--- src/rtl/sort_pkg.sv ---
`default_nettype none
// ============================================================================
// Package  : sort_pkg
// Brief    : Shared sort-engine geometry, filler word and job FSM encoding.
// Revision : 1.0
// ============================================================================
package sort_pkg;

    localparam int unsigned SORT_N   = 16;
    localparam int unsigned SORT_W   = 32;
    // Largest finite positive single-precision value: padding sorts to the tail.
    localparam logic [31:0] SORT_PAD = 32'h7F7F_FFFF;

    typedef enum logic [2:0] {
        ST_IDLE  = 3'd0,
        ST_LOAD  = 3'd1,
        ST_PAD   = 3'd2,
        ST_SORT  = 3'd3,
        ST_DRAIN = 3'd4,
        ST_DONE  = 3'd5
    } sort_state_e;

endpackage
`default_nettype wire

--- src/rtl/rr_arb2.sv ---
`default_nettype none
// ============================================================================
// Module   : rr_arb2
// Brief    : Two-request round-robin arbiter; grant is combinational, the
//            last-served pointer advances only when a job is retired.
// Revision : 1.0
// ============================================================================
module rr_arb2 (
    input  logic       clk,
    input  logic       res,
    input  logic [1:0] req,
    input  logic       upd,
    input  logic [1:0] served,
    output logic [1:0] gnt
);

    logic last_q;
    logic last_d;

    always_comb begin
        last_d = last_q;
        if (upd && (served != 2'b00)) begin
            last_d = served[1];
        end
    end

    always_ff @(posedge clk) begin
        if (res) begin
            // Pointing at requester 1 makes requester 0 win the first tie.
            last_q <= 1'b1;
        end else begin
            last_q <= last_d;
        end
    end

    always_comb begin
        gnt = 2'b00;
        case (req)
            2'b01:   gnt = 2'b01;
            2'b10:   gnt = 2'b10;
            2'b11:   gnt = last_q ? 2'b01 : 2'b10;
            default: gnt = 2'b00;
        endcase
    end

endmodule
`default_nettype wire

--- src/rtl/sort_job_arbiter.sv ---
`default_nettype none
// ============================================================================
// Module   : sort_job_arbiter
// Brief    : Shares one N-element sort engine between two requesters, pads
//            short jobs and forwards only the caller's sorted results.
// Revision : 1.0
// ============================================================================
module sort_job_arbiter
    import sort_pkg::*;
#(
    parameter int unsigned  N   = SORT_N,
    parameter int unsigned  W   = SORT_W,
    parameter logic [W-1:0] PAD = W'(SORT_PAD)
) (
    input  logic         clk,
    input  logic         res,
    input  logic [1:0]   req,
    input  logic [4:0]   len0,
    input  logic [4:0]   len1,
    input  logic [W-1:0] din0,
    input  logic [W-1:0] din1,
    input  logic [1:0]   din_vld,
    output logic [1:0]   din_rdy,
    output logic [1:0]   gnt,
    output logic [W-1:0] dout,
    output logic [1:0]   dout_vld,
    output logic         dout_last,
    output logic [1:0]   job_done,
    output logic         eng_start,
    output logic [W-1:0] eng_din,
    output logic         eng_din_vld,
    input  logic [W-1:0] eng_dout,
    input  logic         eng_dout_vld,
    input  logic         eng_done
);

    localparam int unsigned   CW  = $clog2(N) + 1;
    localparam logic [CW-1:0] N_C = CW'(N);
    localparam logic [CW-1:0] ONE = CW'(1);

    sort_state_e   state_q,       state_d;
    logic [1:0]    gnt_q,         gnt_d;
    logic [CW-1:0] jl_q,          jl_d;
    logic [CW-1:0] cnt_q,         cnt_d;
    logic [CW-1:0] rcnt_q,        rcnt_d;
    logic          eng_start_q,   eng_start_d;
    logic [W-1:0]  eng_din_q,     eng_din_d;
    logic          eng_din_vld_q, eng_din_vld_d;
    logic [W-1:0]  dout_q,        dout_d;
    logic [1:0]    dout_vld_q,    dout_vld_d;
    logic          dout_last_q,   dout_last_d;

    logic [1:0]    arb_gnt;
    logic [4:0]    len_g;
    logic [CW-1:0] len_sat;
    logic [W-1:0]  din_g;
    logic          xfer;

    rr_arb2 u_rr_arb2 (
        .clk    (clk),
        .res    (res),
        .req    (req),
        .upd    (state_q == ST_DONE),
        .served (gnt_q),
        .gnt    (arb_gnt)
    );

    assign len_g   = arb_gnt[1] ? len1 : len0;
    assign len_sat = (32'(len_g) > N) ? N_C : CW'(len_g);
    assign din_g   = gnt_q[1] ? din1 : din0;

    // Ready depends only on state so the handshake never loops through inputs.
    assign din_rdy  = (state_q == ST_LOAD) ? gnt_q : 2'b00;
    assign xfer     = (state_q == ST_LOAD) && ((din_vld & gnt_q) != 2'b00);
    assign job_done = (state_q == ST_DONE) ? gnt_q : 2'b00;

    always_comb begin
        state_d       = state_q;
        gnt_d         = gnt_q;
        jl_d          = jl_q;
        cnt_d         = cnt_q;
        rcnt_d        = rcnt_q;
        eng_start_d   = 1'b0;
        eng_din_d     = eng_din_q;
        eng_din_vld_d = 1'b0;
        dout_d        = dout_q;
        dout_vld_d    = 2'b00;
        dout_last_d   = 1'b0;

        case (state_q)
            ST_IDLE: begin
                if (req != 2'b00) begin
                    gnt_d  = arb_gnt;
                    jl_d   = len_sat;
                    cnt_d  = '0;
                    rcnt_d = '0;
                    if (len_sat == '0) begin
                        state_d = ST_DONE;
                    end else begin
                        state_d     = ST_LOAD;
                        eng_start_d = 1'b1;
                    end
                end
            end

            ST_LOAD: begin
                if (xfer) begin
                    eng_din_d     = din_g;
                    eng_din_vld_d = 1'b1;
                    cnt_d         = cnt_q + ONE;
                    if ((cnt_q + ONE) == jl_q) begin
                        state_d = (jl_q < N_C) ? ST_PAD : ST_SORT;
                    end
                end
            end

            ST_PAD: begin
                eng_din_d     = PAD;
                eng_din_vld_d = 1'b1;
                cnt_d         = cnt_q + ONE;
                if ((cnt_q + ONE) == N_C) begin
                    state_d = ST_SORT;
                end
            end

            ST_SORT, ST_DRAIN: begin
                // Engine results beyond jl are the padding and are dropped.
                if (eng_dout_vld) begin
                    state_d = ST_DRAIN;
                    rcnt_d  = rcnt_q + ONE;
                    if (rcnt_q < jl_q) begin
                        dout_d      = eng_dout;
                        dout_vld_d  = gnt_q;
                        dout_last_d = ((rcnt_q + ONE) == jl_q);
                    end
                end
                if (eng_done || (eng_dout_vld && ((rcnt_q + ONE) == N_C))) begin
                    state_d = ST_DONE;
                end
            end

            ST_DONE: begin
                gnt_d   = 2'b00;
                state_d = ST_IDLE;
            end

            default: begin
                state_d = ST_IDLE;
                gnt_d   = 2'b00;
            end
        endcase
    end

    always_ff @(posedge clk) begin
        if (res) begin
            state_q       <= ST_IDLE;
            gnt_q         <= 2'b00;
            jl_q          <= '0;
            cnt_q         <= '0;
            rcnt_q        <= '0;
            eng_start_q   <= 1'b0;
            eng_din_q     <= '0;
            eng_din_vld_q <= 1'b0;
            dout_q        <= '0;
            dout_vld_q    <= 2'b00;
            dout_last_q   <= 1'b0;
        end else begin
            state_q       <= state_d;
            gnt_q         <= gnt_d;
            jl_q          <= jl_d;
            cnt_q         <= cnt_d;
            rcnt_q        <= rcnt_d;
            eng_start_q   <= eng_start_d;
            eng_din_q     <= eng_din_d;
            eng_din_vld_q <= eng_din_vld_d;
            dout_q        <= dout_d;
            dout_vld_q    <= dout_vld_d;
            dout_last_q   <= dout_last_d;
        end
    end

    assign gnt         = gnt_q;
    assign eng_start   = eng_start_q;
    assign eng_din     = eng_din_q;
    assign eng_din_vld = eng_din_vld_q;
    assign dout        = dout_q;
    assign dout_vld    = dout_vld_q;
    assign dout_last   = dout_last_q;

endmodule
`default_nettype wire

--- config.mk ---
export PLATFORM = sky130hd
export DESIGN_NAME = sort_job_arbiter
export DESIGN_NICKNAME = d
export VERILOG_FILES = /design/src/rtl/sort_pkg.sv /design/src/rtl/rr_arb2.sv /design/src/rtl/sort_job_arbiter.sv
export SDC_FILE = /design/constraint.sdc
export NUM_CORES = 1
export LEC_CHECK = 0
export CAP_MARGIN = 10
export CORE_AREA = 4 4 120 122
export DETAILED_ROUTE_END_ITERATION = 7
export DIE_AREA = 0 0 124 126
export GPL_TIMING_DRIVEN = 0
export MAX_ROUTING_LAYER = met4
export PLACE_DENSITY_LB_ADDON = 0.25
export SLEW_MARGIN = 15
export SYNTH_ARGS = -nofsm -noshare
export SYNTH_HDL_FRONTEND = slang
export SYNTH_SLANG_ARGS = --single-unit
--- constraint.sdc ---
create_clock -name clk -period 2 [get_ports clk]
set_input_delay 0.2 -clock clk [delete_from_list [all_inputs] [get_ports clk]]
set_output_delay 0.2 -clock clk [all_outputs]
set_load 0.005 [all_outputs]
==> flow_metrics.py <==
metrics = {
    "outcome": {
        "result_of_the_run": "finished, violations left",
        "violations": "setup timing",
    },
    "floorplan": {
        "io_pins": 189,
        "initial_cell_density_of_the_core_pct": 34.5,
        "num_rows": 42,
        "floorplan_core_area_um2": 13200,
        "die_area_um2": 15600,
        "die_w_um": 124,
        "die_y_um": 126,
    },
    "synthesis": {
        "synthCells": 494,
        "synth.top_cells.by_area": "sky130_fd_sc_hd__dfxtp_1 (40%), sky130_fd_sc_hd__mux2i_1 (15%), sky130_fd_sc_hd__nand2b_1 (9.4%)",
        "synthDominantAreaCellType": "sky130_fd_sc_hd__dfxtp_1",
        "synthXorXnorAreaFrac_pct": 2.31,
        "main_combinational_cell_family_by_area_after_synthesis": "simple AND/OR/NAND/NOR gates",
        "top_count_cell_post_synth": "sky130_fd_sc_hd__dfxtp_1",
        "synth_enable_flop_cells": 0,
        "synthArstFlopShare_pct": 0,
        "synthesized_area_fraction_occupied_by_ao_oa_aoi_and_oai_cells_pct": 12.7,
        "synth.cells.most_frequent": "sky130_fd_sc_hd__dfxtp_1 (90), sky130_fd_sc_hd__nand2b_1 (68), sky130_fd_sc_hd__mux2i_1 (66)",
        "syn-num-nets": 615,
        "postSynth.topFlopCell": "sky130_fd_sc_hd__dfxtp_1",
        "share_of_the_synthesized_area_in_the_top_cell_type_pct": 39.6,
        "synthMuxAreaShare_pct": 15.3,
        "synth-adder-area-share_pct": 1.93,
        "mappedNetlistArea_um2": 4550,
        "synthesis.yosys.warnings": 0,
        "synthesized_area_per_cell_um2": 9.21,
        "ys_ff_latch": 90,
        "ys_seq_area_share_pct": 39.6,
        "synth_cell_type_count": 49,
        "synth_simple_gate_area_share_pct": 23.1,
    },
    "timing": {
        "fmaxAchievable_ghz": 0.491,
        "timing.final.crit_share_pct": 102,
        "timing_worst_slew_pin_value_ns": 0.728,
        "hold_violations": 0,
        "finalClockSkew_ns": 0.00799,
        "rsz_0062_raised_after_global_routing": "yes",
        "slew_headroom_pct": 51.5,
        "final.min_clock_period_ns": 2.03,
        "setup_violation_total_in_the_final_timing_report": 16,
        "setup_ws_ns": -0.0348,
        "drv_slew": 0,
        "tns_ns": -0.162,
    },
    "clock_tree": {
        "cts_max_path_buffers": 2,
        "cts.hold.buffers_added": 0,
        "tritoncts": "done",
        "clkTransAtPathRegs_ns": 0.07,
        "clockRootBuffer": "sky130_fd_sc_hd__clkbuf_16",
        "cts_sinks": 90,
        "ctsHtreeMaxLevel": 3,
        "total_cts_buffers": 9,
        "clock_latency_ns": 0.34,
    },
    "routing": {
        "drt_pre_antenna_iters": 4,
        "detailedRoute.firstIterationViolations": 166,
        "wl_um": 14300,
        "post-route-drc-count": 0,
        "drt-vias-per-instance": 4.87,
        "routed-via-count": 4344,
        "route.detailed.wl_per_inst_um": 16.0,
        "ant_nets": 0,
    },
    "grt": {
        "grt_pass1_vias": 4358,
        "gr_ovfl_total": 0,
        "grt_start_max_net_pins": 20,
        "global_route.usage.total_pct": 18.2,
        "grt_first_pass_wirelength_um": 22000,
        "number_of_antenna_violations_at_the_first_check_in_global_routing": 0,
    },
    "worst_hold_path": {
        "timing.hold.worst.class": "in2reg",
    },
    "power_and_ir_drop": {
        "switching_share_of_power_pct": 33.1,
        "p_per_area_nw_per_um2": 1040,
        "power.switching_mw": 2.52,
        "pwr-share-seq_pct": 33.2,
        "cellInternalPower_mw": 5.10,
        "leakage_nw": 2.61,
        "ir_worst_vdd_uv": 477,
        "power.share.clock_pct": 22.8,
        "power.share.combinational_pct": 44.0,
    },
    "placement": {
        "place.port_buffers": 187,
        "post-place-ws_ns": -0.528,
        "place.gp.congestion": 0.896,
        "estimated_wirelength_of_the_detail_placed_design_um": 10900,
        "numPlacedInstances": 857,
        "area_of_placed_instances_um2": 6640,
    },
    "worst_setup_path": {
        "critical_path_class": "reg2reg",
        "cp_cell_instances": "inv_4 -> ha_4 -> nor2b_4 -> o21a_1 -> o21ai_1 -> nand2b_1 -> a211oi_4 -> buf_12 -> clkbuf_16 -> mux2i_1",
        "critical_path.slowest_cell": "sky130_fd_sc_hd__dfxtp_4",
        "path_max_fanout": 8,
        "cp-start-kind": "register",
        "endpoint_type_of_the_worst_setup_path": "register",
        "cp_data_required_time_ns": 2.27,
        "worst-endpoint-arrival_ns": 2.30,
        "critical_path.max_stage_delay_ns": 0.37,
    },
    "final_layout": {
        "antennaDiodeCount": 0,
        "num-nets-final": 832,
        "synthToLayoutAreaGrowth_pct": 60.6,
        "instances_no_fill": 892,
        "stdcell_area_um2": 7300,
        "postLayoutCoreUtil_pct": 55.4,
        "layout-drive-gt1-share_pct": 11.0,
    },
    "run": {
        "maxCapViolCount": 0,
    },
}
## final timing paths
kind                            startpoint        to  slack (ns)  depth (start not counted)
worst max-delay path               jl_q[1]  dout[15]       -0.03                         10
worst min-delay path                   res   dout[8]        0.35                          3
worst max register to register     jl_q[1]  dout[15]       -0.03                         10
worst min register to register     dout[3]   dout[3]        0.47                          2
## flip-flops by register name, summed over array words and instances, names as in the netlist, 2 cells and up
signal	cells
cnt_q	5
rcnt_q	5
eng_din	32
dout	32
dout_vld	2
jl_q	5
gnt	2
state_q	3
## power by group through the flow
stage | clock (mW) | sequential [mW] | combinational, mW
6_report | 1.74 | 2.53 | 3.36
3_3_place_gp | 0 | 2.53 | 2.96
3_5_place_dp | 0 | 2.55 | 3.01
2_1_floorplan | 0 | 2.52 | 1.64
4_1_cts | 1.76 | 2.52 | 3.18
5_1_grt | 1.85 | 2.58 | 3.67
## per-layer routing
metal	part of all wire (%)	track usage, %	wire [um]	up-vias
li1	-	-	-	2189
met5	0	-	0	-
met2	48	29.4	6820	176
met3	8.4	5.16	1210	15
met1	42	22.2	6070	1964
met4	1.5	4.96	208	0
## cell usage in the layout (no fill, tap or decap), types with 7 or more instances in the layout
cell type	Yosys	final
sky130_fd_sc_hd__a21oi_1	12	12
sky130_fd_sc_hd__inv_1	10	9
sky130_fd_sc_hd__xnor2_1	7	7
sky130_fd_sc_hd__o21ai_0	8	8
sky130_fd_sc_hd__buf_4	0	16
sky130_fd_sc_hd__clkdlybuf4s50_1	0	185
sky130_fd_sc_hd__clkbuf_16	0	12
sky130_fd_sc_hd__nand3_1	9	9
sky130_fd_sc_hd__nand2b_1	68	68
sky130_fd_sc_hd__a211oi_1	39	38
sky130_fd_sc_hd__clkbuf_1	24	17
sky130_fd_sc_hd__dfxtp_1	90	85
sky130_fd_sc_hd__nor3_1	40	39
sky130_fd_sc_hd__nand2_1	8	8
sky130_fd_sc_hd__mux2i_1	66	66
sky130_fd_sc_hd__nor2_1	32	30
## cell families after synthesis
| kind of cell | count (synthesis) |
|---|---|
| and+or+nand+nor | 188 |
| xor gates and xnor gates | 12 |
| adders and majority gates | 7 |
| DFF | 90 |
| AOI/OAI and AO/OA | 82 |
| muxes | 68 |
| buffers and inverters | 47 |
## stage by stage
step / power (mW) / hold slack (ns)
floorplan: 4.16 / 0.355
global placement: 5.49 / 0.458
detailed placement: 5.57 / 0.465
CTS: 7.46 / 0.341
global route: 8.10 / 0.395
finish: 7.62 / 0.349
## what timing repair did
| item | CTS | global route |
|---|---|---|
| gates resized for setup | 28 | 25 |
| endpoints found under the setup margin | 76 | 75 |
| pin swaps | 1 | 6 |
| buffers inserted | 5 | 12 |
| cloned | 0 | 3 |
## worst max-delay path: cells and delay by family (launching register included)
family | cells | cell delay (ns)
adders and majority gates | 1 | 0.20
DFF | 1 | 0.37
and+or+nand+nor | 2 | 0.23
buffers and inverters | 3 | 0.40
AOI/OAI and AO/OA | 3 | 0.58
muxes | 1 | 0.18
## cell type report
class	instances	area [um2]
plain buffers	36	259
clock buffers	10	239
clock inverters	6	63.8
fillers	1200	5890
inverters	10	40.0
multi-input cells	357	2580
flip-flops and latches	90	1810
well taps	176	220
repair buffers	207	2090
Note: power is estimated with default switching activity, not from simulation.
==> patch 1 (same flow settings) <==
Change the package constant `SORT_N` from 16 to 32.
--- a/src/rtl/sort_pkg.sv
+++ b/src/rtl/sort_pkg.sv
@@ -6,7 +6,7 @@
 // ============================================================================
 package sort_pkg;
 
-    localparam int unsigned SORT_N   = 16;
+    localparam int unsigned SORT_N   = 32;
     localparam int unsigned SORT_W   = 32;
     // Largest finite positive single-precision value: padding sorts to the tail.
     localparam logic [31:0] SORT_PAD = 32'h7F7F_FFFF;
Behaviour: same outputs for any inputs over 10 cycles, from zero or initial values; that may be too few to reach the edited logic, so the function may still have changed.
==> patch 1 against the original RTL <==
Clock skew is 0.00065 ns lower; routed wire length increased by 3.2%; area after synthesis is 1.4% lower; setup slack gained 0.073 ns; cell area grew 0.53%; core utilization is 0.29 points higher; power decreased by 18%; sequential power down 15%; synthesized cell count rose by 7.5%; sequential cell count rose by 2; highest routed layer unchanged.
==> patch 1: results <==
group,metric,value,unit
cells_and_area,final_cell_count_no_fill,921,
hold_path,hold_class,"input pin to register",
route,drt_iter0_markers,323,
cells_and_area,diodes,0,
clock_tree,cts_root_buf,"clkbuf_16",
logic_synthesis,synth.distinct_cells,58,
outcome,status,"complete, no violations",
logic_synthesis,synth_nets,653,
logic_synthesis,synth.area.top_cells,"dfxtp_1 41%, mux2i_1 8.0%, a311oi_1 5.9%",
clock_tree,tritoncts.num_buffers,9,
cells_and_area,nNetsFinal,862,
cells_and_area,fillers,1182,
clock_tree,clkLatencyLatePin,0.36,ns
route,routed_wirelength,14800,um
placement,gp_congestion,0.890,
clock_tree,htreeDepth,3,
power,power.leakage,0.00258,uW
setup_path,path_max_fanout,2,
route,via_count,4703,
logic_synthesis,synth_common_cells,"92 x dfxtp_1, 62 x nor2_1, 46 x nand3_1",
sta,tightest_slew,0.746,ns
power,max-vdd-ir-drop,0.000413,V
logic_synthesis,synth-seq-area-share,0.410,
logic_synthesis,ys.warnings.count,0,
clock_tree,cts_max_path_buffers,2,
placement,dp.cells,895,
global_routing,grt_pass1_wl,22600,um
cells_and_area,layout-drive-gt1-share,0.144,
logic_synthesis,synth_edf_count,0,
global_routing,grt_max_degree,17,
setup_path,worstPathArrival,2.21,ns
clock_tree,clkTransAtPathRegs,0.06,ns
route,dr.pass1.iters,4,
global_routing,grt_antenna_before_repair,0,
placement,hpwl,11100,um
logic_synthesis,syn_avg_cell_area,8.45,um^2
placement,io_buffers,188,
sta,skew,0.00734,ns
global_routing,grt.total_usage,0.187,
-- patch 1: worst max-delay path, stage by stage, from the launching register on --
cell and delay, ns:
dfxtp_2 0.36, ha_4 0.14, or3b_1 0.34, o211a_1 0.14
o32a_1 0.34, o21ai_2 0.16, o211ai_1 0.13, a32o_1 0.25
-- patch 1: routing by layer --
metal	vias to the layer above	routed length, um	track usage
met2	171	7020	0.293
li1	2365	-	-
met3	20	1200	0.0462
met4	0	223	0.0728
met1	2147	6330	0.232
met5	-	0	-
-- patch 1: final timing paths --
path                              startpoint           to  slack (ns)  cells after the start
worst max register to register      cnt_q[1]   state_q[0]        0.04                      7
worst min-delay path            eng_dout[28]     dout[28]        0.41                      3
worst max-delay path                cnt_q[1]   state_q[0]        0.04                      7
worst min register to register   eng_din[31]  eng_din[31]        0.45                      2
-- patch 1: cells by family (layout without fill, tap and decap cells) --
logic type / count (synthesis) / in the layout / synth area share
adders and majority gates: 8 / 8 / 0.0223
DFF: 92 / 92 / 0.410
xor gates and xnor gates: 13 / 13 / 0.0254
buffers and inverters: 58 / 272 / 0.0533
AOI/OAI and AO/OA: 155 / 155 / 0.224
muxes: 38 / 38 / 0.0853
and+or+nand+nor: 167 / 167 / 0.179
-- patch 1: final cells by class --
cell class | instances | area share
buffer | 45 | 0.0392
multi-input combinational | 381 | 0.352
clock inverter | 7 | 0.0170
timing repair buffer | 202 | 0.273
clock buffer | 9 | 0.0307
tap | 176 | 0.0300
inverter | 9 | 0.00494
sequential | 92 | 0.254
-- patch 1: stage by stage --
stage                     hold WS [ns]  power (uW)  setup slack [ns]  area [um^2]   util
after floorplan                  0.348        3130           0.00230         4490      -
after global placement           0.438        3890            -0.371         6590  0.500
after detailed placement         0.446        3920            -0.369         6590  0.500
after CTS                        0.399        6010            -0.102         7050  0.535
after global routing             0.408        6600           -0.0378         7340  0.557
final                            0.411        6250            0.0384         7340  0.557
-- patch 1: where the power goes --
group	switching, uW	leakage (uW)	internal, uW
registers	137	0.000750	2010
logic	1010	0.00166	1110
clock network	754	0.000170	1230
total	1910	0.00258	4350
-- patch 1: repair_timing --
action                     in CTS  in global routing
pin swaps                       7                 11
gates resized for setup        37                101
setup endpoints to repair      55                 69
buffers inserted                3                  9
cloned                          0                  2
hold endpoints to repair        0                  0
==> patch 2 (same settings) <==
Made on the original files. Encoding of `sort_state_e`: now Gray code (3 bits for 6 states).
--- a/src/rtl/sort_pkg.sv
+++ b/src/rtl/sort_pkg.sv
@@ -12,12 +12,12 @@
     localparam logic [31:0] SORT_PAD = 32'h7F7F_FFFF;
 
     typedef enum logic [2:0] {
-        ST_IDLE  = 3'd0,
-        ST_LOAD  = 3'd1,
-        ST_PAD   = 3'd2,
-        ST_SORT  = 3'd3,
-        ST_DRAIN = 3'd4,
-        ST_DONE  = 3'd5
+        ST_IDLE  = 3'b000,
+        ST_LOAD  = 3'b001,
+        ST_PAD   = 3'b011,
+        ST_SORT  = 3'b010,
+        ST_DRAIN = 3'b110,
+        ST_DONE  = 3'b111
     } sort_state_e;
 
 endpackage
Behaviour: no difference found for any inputs over 10 cycles, from zero or initial values; not proved beyond that.
==> patch 2 against the original RTL <==
First-iteration DRC count rose by 8.4%; cell area fell by 3.0%; via count fell by 2.6%; sequential share of layout area rose by 0.82 points; count of clock-buffer cells in the layout rose by 3; global-route usage fell by 0.64 points; power fell by 25%; core utilization fell by 1.7 points; largest power group is now registers; setup slack improved by 0.060 ns; sequential cell count did not move; area after synthesis fell by 1.9%; routed wire length fell by 4.0%.
==> patch 2: results <==
group,metric,value,unit
clock_tree,cts_resized,21,
sta,skew,0.00578,ns
logic_synthesis,synthMuxAreaShare,0.151,
setup_path,r2r_cells,9,
power,max-vdd-ir-drop,0.000354,V
placement,dp.cells,846,
setup_path,r2r-start,"rcnt_q[1]",
cells_and_area,fillers,1238,
global_routing,grt_pass1_vias,4334,
power,power.leakage,0.00249,uW
logic_synthesis,synthAdderAreaFrac,0.0196,
setup_path,critical_path.endpoint,"dout[15]",
hold_path,min_to,"dout[7]",
logic_synthesis,synth-seq-area-share,0.404,
setup_path,regToRegSetupSlack,0.03,ns
logic_synthesis,synth_nets,604,
logic_synthesis,synth_compound_area_frac,0.137,
cells_and_area,nNetsFinal,808,
route,via_count,4231,
placement,dp_slack,-0.225,ns
route,routedWlPerCell,15.8,um
outcome,status,"complete, no violations",
logic_synthesis,syn_avg_cell_area,9.24,um^2
placement,hpwl,10600,um
route,wirelength_met1,5850,um
route,wl_met3,1280,um
logic_synthesis,synth_xor_area_frac,0.0275,
sta,fmax,506,MHz
cells_and_area,final_cell_count_no_fill,867,
logic_synthesis,synth-async-reset-ratio,0,
route,routed-wl-met2,6380,um
logic_synthesis,synth.area.top_cells,"dfxtp_1 40%, mux2i_1 15%, nand2b_1 9.4%",
setup_path,worstPathArrival,2.22,ns
global_routing,grt_max_degree,20,
global_routing,grt_antenna_before_repair,0,
route,drt_iter0_markers,180,
logic_synthesis,synth_common_cells,"90 x dfxtp_1, 67 x nand2b_1, 65 x mux2i_1, 65 x nor2_1, 37 x a211oi_1",
cells_and_area,layout-drive-gt1-share,0.0912,
logic_synthesis,synth.distinct_cells,52,
global_routing,grt_pass1_wl,21100,um
clock_tree,post-cts-setup-buffers,4,
power,p_sw_frac,0.286,
==> patch 2: cell count changes in the layout (fill, tap and decap cells not counted), sizes merged, moves of 3 or more <==
| cell | change |
|---|---|
| xnor2 | +3 |
| nor3 | -37 |
| a2111oi | -3 |
| clkbuf | -3 |
| nor2b | -3 |
| buf | -11 |
| nor2 | +33 |
| nand2 | -3 |
| inv | -3 |
| a21oi | +3 |
==> patch 2: worst min-delay path, cell delays in order <==
cell	delay, ns
clkbuf_1	0.15
nand2b_1	0.17
mux2i_1	0.11
==> patch 2: per-layer routing <==
| metal | GRT usage | vias to the layer above |
|---|---|---|
| met4 | 0.0619 | 0 |
| met1 | 0.210 | 1930 |
| met5 | - | - |
| met3 | 0.0489 | 15 |
| met2 | 0.282 | 184 |
| li1 | - | 2102 |
==> patch 2: power by group through the flow <==
stage / clock network (uW) / logic, uW / registers, uW
floorplan: 0 / 906 / 2170
global placement: 0 / 1680 / 2180
detailed placement: 0 / 1710 / 2180
CTS: 1800 / 1790 / 2140
global route: 1860 / 1980 / 2180
finish: 1730 / 1800 / 2150
==> patch 2: layout make-up <==
cell class	count	area share
clock buffers	13	0.0381
flip-flops and latches	90	0.256
multi-input cells	352	0.353
plain buffers	32	0.0311
repair buffers	194	0.282
clock inverters	2	0.00495
inverters	8	0.00459
well taps	176	0.0311
==> patch 2: per-stage QoR <==
stage | utilization | setup TNS (ns) | hold slack (ns) | instance area (um^2)
floorplan | - | 0 | 0.348 | 4460
global placement | 0.497 | -6.56 | 0.457 | 6560
detailed placement | 0.497 | -7.01 | 0.461 | 6560
CTS | 0.530 | -0.213 | 0.344 | 6990
global route | 0.537 | -0.409 | 0.367 | 7080
finish | 0.537 | 0 | 0.345 | 7080
